[config.mk]
export PLATFORM = sky130hd
export DESIGN_NAME = mux_select_sequencer_flat
export DESIGN_NICKNAME = d
export VERILOG_FILES = /design/src/rtl/mux_sel_pkg.sv /design/src/rtl/mux_select_sequencer_if.sv /design/src/rtl/key_debounce.sv /design/src/rtl/mux_select_sequencer.sv /design/src/flat_wrapper.sv
export SDC_FILE = /design/constraint.sdc
export NUM_CORES = 1
export LEC_CHECK = 0
export ABC_AREA = 1
export BUFFER_PORTS_ARGS = -buffer_cell sky130_fd_sc_hd__clkbuf_2
export CAP_MARGIN = 20
export CORE_ASPECT_RATIO = 0.7
export CORE_MARGIN = 10
export CORE_UTILIZATION = 50
export DETAILED_ROUTE_END_ITERATION = 8
export GPL_TIMING_DRIVEN = 0
export PLACE_DENSITY = 0.7
export SLEW_MARGIN = 15
export SYNTH_ARGS = -nofsm -noshare
export SYNTH_HDL_FRONTEND = slang
export SYNTH_SLANG_ARGS = --single-unit
[constraint.sdc]
create_clock -name CLOCK_50 -period 2.9 [get_ports CLOCK_50]
set_clock_uncertainty 0.15 [all_clocks]
set_input_delay 0.58 -clock CLOCK_50 [delete_from_list [all_inputs] [get_ports CLOCK_50]]
set_output_delay 0.58 -clock CLOCK_50 [all_outputs]
set_load 0.02 [all_outputs]
[src/rtl/mux_sel_pkg.sv]
// Shared select encodings and debounce default for the U/V/W channel-select sequencer.
package mux_sel_pkg;

  localparam int unsigned DEBOUNCE_DEFAULT = 500000;

  // Encoding equals the multiplexer S value; 2'd3 is never produced.
  typedef enum logic [1:0] {
    SEL_U = 2'd0,
    SEL_V = 2'd1,
    SEL_W = 2'd2
  } sel_t;

endpackage

[src/rtl/mux_select_sequencer_if.sv]
// Pushbutton inputs and select outputs of the channel-select sequencer.
interface mux_select_sequencer_if;
  import mux_sel_pkg::*;

  logic [1:0] KEY;
  sel_t       sel;
  logic       sel_changed;
  logic [1:0] LEDR;

  modport master (output KEY, input sel, input sel_changed, input LEDR);
  modport slave  (input KEY, output sel, output sel_changed, output LEDR);
endinterface

[src/rtl/key_debounce.sv]
// One pushbutton path: 2-flop synchronizer, debounce counter and registered press strobe.
module key_debounce
  import mux_sel_pkg::*;
#(
  parameter int unsigned DEBOUNCE_CYCLES = DEBOUNCE_DEFAULT
) (
  input  logic CLOCK_50,
  input  logic reset,
  input  logic key_n,
  output logic level,
  output logic press
);

  localparam int unsigned CW = $clog2(DEBOUNCE_CYCLES);
  localparam logic [CW-1:0] CNT_MAX = CW'(DEBOUNCE_CYCLES - 1);

  logic          sync1;
  logic          sync2;
  logic          pressed_sync;
  logic [CW-1:0] cnt;
  logic          level_q;
  logic          level_d;
  logic          press_q;

  assign pressed_sync = ~sync2;

  // Counter restarts on every sample matching the accepted level, so bounces reset it.
  always_ff @(posedge CLOCK_50) begin
    if (reset) begin
      sync1   <= 1'b1;
      sync2   <= 1'b1;
      cnt     <= '0;
      level_q <= 1'b0;
      level_d <= 1'b0;
      press_q <= 1'b0;
    end else begin
      sync1   <= key_n;
      sync2   <= sync1;
      level_d <= level_q;
      press_q <= level_q & ~level_d;
      if (pressed_sync == level_q) begin
        cnt <= '0;
      end else if (cnt == CNT_MAX) begin
        cnt     <= '0;
        level_q <= pressed_sync;
      end else begin
        cnt <= cnt + CW'(1);
      end
    end
  end

  assign level = level_q;
  assign press = press_q;

endmodule

[src/rtl/mux_select_sequencer.sv]
// Pushbutton-driven U->V->W select for the 3-to-1 channel mux, mirrored on LEDR.
// Define SEL_REVERSE_EN to build the KEY[1] step-back path.
module mux_select_sequencer
  import mux_sel_pkg::*;
#(
  parameter int unsigned DEBOUNCE_CYCLES = DEBOUNCE_DEFAULT
) (
  input  logic                   CLOCK_50,
  input  logic                   reset,
  mux_select_sequencer_if.slave  bus
);

  logic fwd;
  logic back;
  logic level_fwd_unused;
  sel_t state_q;
  sel_t state_n;
  logic chg_nxt;
  logic chg_q;

  key_debounce #(.DEBOUNCE_CYCLES(DEBOUNCE_CYCLES)) u_fwd (
    .CLOCK_50 (CLOCK_50),
    .reset    (reset),
    .key_n    (bus.KEY[0]),
    .level    (level_fwd_unused),
    .press    (fwd)
  );

`ifdef SEL_REVERSE_EN
  logic level_back_unused;

  key_debounce #(.DEBOUNCE_CYCLES(DEBOUNCE_CYCLES)) u_back (
    .CLOCK_50 (CLOCK_50),
    .reset    (reset),
    .key_n    (bus.KEY[1]),
    .level    (level_back_unused),
    .press    (back)
  );
`else
  logic key1_unused;

  assign key1_unused = bus.KEY[1];
  assign back        = 1'b0;
`endif

  // State and registered change pulse; reset wins over any strobe.
  always_ff @(posedge CLOCK_50) begin
    if (reset) begin
      state_q <= SEL_U;
      chg_q   <= 1'b0;
    end else begin
      state_q <= state_n;
      chg_q   <= chg_nxt;
    end
  end

  // Simultaneous forward and back strobes cancel.
  always_comb begin
    state_n = state_q;
    if (fwd && !back) begin
      case (state_q)
        SEL_U:   state_n = SEL_V;
        SEL_V:   state_n = SEL_W;
        SEL_W:   state_n = SEL_U;
        default: state_n = SEL_U;
      endcase
    end else if (back && !fwd) begin
      case (state_q)
        SEL_U:   state_n = SEL_W;
        SEL_W:   state_n = SEL_V;
        SEL_V:   state_n = SEL_U;
        default: state_n = SEL_U;
      endcase
    end
  end

  always_comb begin
    chg_nxt = 1'b0;
    if (state_n != state_q) chg_nxt = 1'b1;
  end

  assign bus.sel         = state_q;
  assign bus.LEDR        = state_q;
  assign bus.sel_changed = chg_q;

endmodule

[src/flat_wrapper.sv]
// flat-port wrapper written by rule: the top's interface ports become plain ports
module mux_select_sequencer_flat import mux_sel_pkg::*;
#(
  parameter int unsigned DEBOUNCE_CYCLES = DEBOUNCE_DEFAULT
)
  (CLOCK_50, reset, bus_KEY, bus_sel, bus_sel_changed, bus_LEDR);
  mux_select_sequencer_if bus_i ();
  input  logic CLOCK_50;
  input  logic reset;
  input wire logic [$bits(bus_i.KEY)-1:0] bus_KEY;
  output wire logic [$bits(bus_i.sel)-1:0] bus_sel;
  output wire logic [$bits(bus_i.sel_changed)-1:0] bus_sel_changed;
  output wire logic [$bits(bus_i.LEDR)-1:0] bus_LEDR;
  assign bus_i.KEY = bus_KEY;
  assign bus_sel = bus_i.sel;
  assign bus_sel_changed = bus_i.sel_changed;
  assign bus_LEDR = bus_i.LEDR;
  mux_select_sequencer #(.DEBOUNCE_CYCLES(DEBOUNCE_CYCLES)) u_core (.CLOCK_50(CLOCK_50), .reset(reset), .bus(bus_i));
endmodule
### Word level (Yosys, flattened, before mapping)

Cells that the tools add are included.

| operators by class | value |
|---|---|
| bitwise logic cells | 4 |
| add/sub/neg operators | 1 |
| equal/unequal tests | 4 |
| reduce and logical (&&, ||, !) cells | 3 |
| multiplexer cells | 3 |

Operators by type and width:

| operator | number |
|---|---|
| $add A19 B1 Y19 const B | 1 |
| $eq A19 B19 Y1 const B | 1 |
| $pmux W2 S2 | 1 |
| $not A1 Y1 | 3 |
| $reduce_or A3 Y1 | 1 |
| $eq A2 B1 Y1 const B | 1 |
| $logic_not A2 Y1 | 1 |
| $mux W2 | 1 |
| $ne A2 B2 Y1 | 1 |
| $reduce_and A2 Y1 | 1 |
| $and A1 B1 Y1 | 1 |
| $eq A1 B1 Y1 | 1 |
| $mux W1 | 1 |

| storage, ports and cells | value |
|---|---|
| register bits | 27 |
| bits of input ports | 4 |
| word-level logic and storage cells | 23 |
| output and inout port bits | 5 |

### Longest topological paths before layout

| logic depth | value |
|---|---|
| word-level depth | 5 |
| gate-level depth with buffers | 9 |
| gate-level depth less buffers | 9 |

### By module

From an unflattened synthesis, not the netlist that was laid out.

| second synthesis, totals | value |
|---|---|
| cell total of the unflattened synthesis | 185 |
| area total of the unflattened synthesis | 1301.2 sq um |

By module, submodules not included:

| module | instances | area each (sq um) | sequential area each (sq um) | cells an instance |
|---|---|---|---|---|
| key_debounce | 1 | 1177.4 | 480.5 | 168 |
| mux_select_sequencer | 1 | 123.9 | 60.1 | 17 |

### Least setup slack after synthesis

No wires, ideal clock.

| timing path | value |
|---|---|
| path type | reg2reg |
| start point | reg u_core.u_fwd.cnt[0] |
| end point | reg u_core.u_fwd.cnt[10] |
| clock period less this slack | 1.582 ns |
| data required time | 2.636 ns |
| library setup time | 0.114 ns |
| cell stages (with the launch flop) | 8 |
| path buffers | 1 |
| setup slack | 1.318 ns |
| arrival | 1.317 ns |
| cells stage by stage | dfxtp_1 ha_1 nand2_1 nor2_1 nand3_2 o21bai_4 buf_6 nor2_1 |

| on the way | value |
|---|---|
| longest elaborated chain between the ends | 2 |
| elaborated cells between the ends (all ways) | 3 |
| classes of those cells | add/sub (1); eq/ne (1); reduce/logical (1) |

Ends and longest elaborated chain:

| element | line | text |
|---|---|---|
| from (decl) | key_debounce.sv:20 | `logic [CW-1:0] cnt;` |
| from (signal assigned) | key_debounce.sv:47 | `cnt <= cnt + CW'(1);` |
| branches (longest 2 deep; another with $add A19 B1 Y19) | n/a |  |

Parallel ways; which one is timed is not known.
A chain may end at the register's enable or synchronous reset.

### Final worst setup path

| timing path | value |
|---|---|
| start point | reg u_core.u_fwd.cnt[0] |
| end point | reg u_core.u_fwd.cnt[0] |

Same word-level chain as after synthesis.

==> results.cfg <==
[place]
post_dp_cell_area_sq_um = 1350
gp_congestion = 0.870
placed_cells = 223
dp_hpwl_um = 1940
dp_worst_setup_slack_ns = 1.01
io_buffer_count = 7

[power]
power_frac_clock = 0.298
swShare = 0.214
finalPower_mw = 0.546
p_int_mw = 0.429
powerDensity_nw_per_um2 = 395
power.leakage_nw = 0.487
seq_power_share = 0.685
ir_drop_mv = 0.308
p_sw_mw = 0.117
combPwrFrac = 0.017

[clocking]
cts.sinks = 27
cts_tree = yes
cts_buffers = 3
postCtsSetupBuffers = 0
path_clk_slew_ns = 0.14
ctsLongestPathBuffers = 2
clk_latency_ns = 0.32
cts_resized = 0
htreeDepth = 1
cts-hold-fix-buffers = 0
root_buffer = clkbuf_4

[grt]
grt_max_degree = 17
grt_first_pass_wirelength_um = 4280
grt_pass1_vias = 952
overflow = 0
grtUsageTotal = 0.105
antenna_found_initial = 0

[setup_path]
r2r-end = u_core.u_fwd.cnt[0]$_SDFF_PP0_
cp_max_fo = 10
start_kind = register
worstSetupEndpointType = register
crit_type = register to register
arrival_ns = 1.96
cp.required_ns = 2.98
slowest_delay_ns = 0.47
startpoint = u_core.u_fwd.cnt[0]$_SDFF_PP0_
r2r_slack_ns = 1.02
reg2reg_depth = 7
cpMostUsedCell = nor2_1
r2r-start = u_core.u_fwd.cnt[0]$_SDFF_PP0_
cp_slowest_cell = dfxtp_1
crit_chain = ha_1 > nand2_1 > nor2_1 > nand3_2 > o21bai_4 > buf_6 > nor2_1

[final_layout]
nets = 199
area_delta_synth_final_pct = 8.45
fillers = 234
fin_area_sq_um = 1380
diodes = 0
drive_gt1_frac = 0.119
multi_input_area_sq_um = 628
seqCellArea_sq_um = 541
layout.cells.non_filler = 227
fin_util = 0.566

[drt]
drt_first_pass_iters = 4
vias = 1104
drtIter0Drc = 97
drtAntennaViolNets = 0
totalWireLength_um = 2480
drc = 0
vias_per_cell = 4.86
wl_per_cell_um = 10.9

[logic_synthesis]
syn-cell-area_sq_um = 1270
ys.flop_type = dfxtp_1
synthMostInstantiatedCell = nand2_1
yosys.cell_types.count = 20
ys_ff_latch = 27
synth_async_sr_flop_share = 0
synth.avg_cell_area_sq_um = 7.00
yosys_warnings = 0
synthTopCellsByCount = nand2_1, nor2_1, dfxtp_1
netlist_top_cells_area = dfxtp_1, nand2_1, nor2_1
ys_seq_area_frac = 0.424
synth.top_cell.area_share = 0.424
yosysTopAreaCell = dfxtp_1
synth-edff-count = 0
syn-num-nets = 187
syn_inst = 182

[die]
die_x_um = 80.3
io_pins = 9
die_h_um = 62.2
initial_core_util = 0.522
fp-row-count = 15
fp.coreArea_sq_um = 2440
dieArea_sq_um = 5000

[min_path]
hold_path_depth = 1
hp-start = u_core.u_fwd.level_d$_SDFF_PP0_
hp-class = register to register
whs_endpoint = u_core.u_fwd.press$_SDFF_PP0_

[timing]
maxSlewViolCount = 0
worstMarginPinSlew_ns = 0.302
period_needed_ns = 1.88
maxSlewHeadroom = 0.798
final-setup-viol-count = 0
setup_tns_ns = 0
fmax_mhz = 531
finalWorstSetupSlack_ns = 1.02
holdWs_ns = 0.244
hold_violations = 0
post-route-period-util = 0.649
rsz0062_at_grt = no

[status]
outcome = completed

[flow_run]
drv_cap = 0
[placed cells by master (no fill, tap or decap), drive strengths merged]
cell type  count
xnor2          2
nor2          39
a211oi         1
clkbuf        10
o21bai         1
or2            5
a21oi          9
buf            3
dfxtp         27
nand2         48
o21ai          2
nor3           2
inv           21
nand3         12
xor2           6
ha             1
clkinvlp       1
nand4          3
[routing by layer]
metal | vias to the layer above | track usage | share of wire
li1 | 583 | - | -
met1 | 504 | 0.142 | 0.50
met2 | 15 | 0.151 | 0.44
met3 | 2 | 0.0445 | 0.056
met4 | 0 | 0.0219 | 0.0048
met5 | - | 0 | 0
[critical path: cells and delay by family, from the launching register on]
family / cells / cell delay [ns]
compound gates: 1 / 0.29
flops: 1 / 0.47
fa+ha+maj: 1 / 0.31
buf+inv: 1 / 0.20
simple gates: 4 / 0.38
[power by group through the flow]
stage | clock network, mW | registers (mW) | logic (mW)
2_1_floorplan | 0 | 0.382 | 0.00551
3_3_place_gp | 0 | 0.382 | 0.00908
3_5_place_dp | 0 | 0.382 | 0.00932
4_1_cts | 0.172 | 0.374 | 0.00936
5_1_grt | 0.187 | 0.374 | 0.0107
6_report | 0.163 | 0.374 | 0.00926
[sequential cells by signal, summed over array words and instances, names as in the netlist]
register                count
u_core.u_fwd.cnt           19
u_core.bus.LEDR             2
u_core.bus.sel_changed      1
u_core.u_fwd.level          1
u_core.u_fwd.level_d        1
u_core.u_fwd.press          1
u_core.u_fwd.sync1          1
u_core.u_fwd.sync2          1
[cell type report]
cell class / count / area share
sequential: 27 / 0.391
tap: 34 / 0.0308
clock buffer: 3 / 0.0163
inverter: 21 / 0.0571
clock inverter: 1 / 0.00543
multi-input combinational: 131 / 0.455
timing repair buffer: 7 / 0.0254
buffer: 3 / 0.0190
[cell families (layout without fill, tap and decap cells)]
group | count (synthesis) | after routing | share of synthesized area
xor+xnor | 8 | 8 | 0.0550
simple gates | 109 | 109 | 0.364
buf+inv | 24 | 35 | 0.0825
fa+ha+maj | 1 | 1 | 0.00982
flops | 27 | 27 | 0.424
compound gates | 13 | 13 | 0.0639
[worst max-delay path by stage]
stage                                                  to  slack, ns
after floorplan           u_core.u_fwd.cnt[10]$_SDFF_PP0_       1.32
after global placement    u_core.u_fwd.cnt[10]$_SDFF_PP0_       1.03
after detailed placement  u_core.u_fwd.cnt[12]$_SDFF_PP0_       1.01
after CTS                  u_core.u_fwd.cnt[0]$_SDFF_PP0_       0.99
after global routing       u_core.u_fwd.cnt[0]$_SDFF_PP0_       0.85
final                      u_core.u_fwd.cnt[0]$_SDFF_PP0_       1.02
Note: power is estimated with default switching activity, not from simulation.
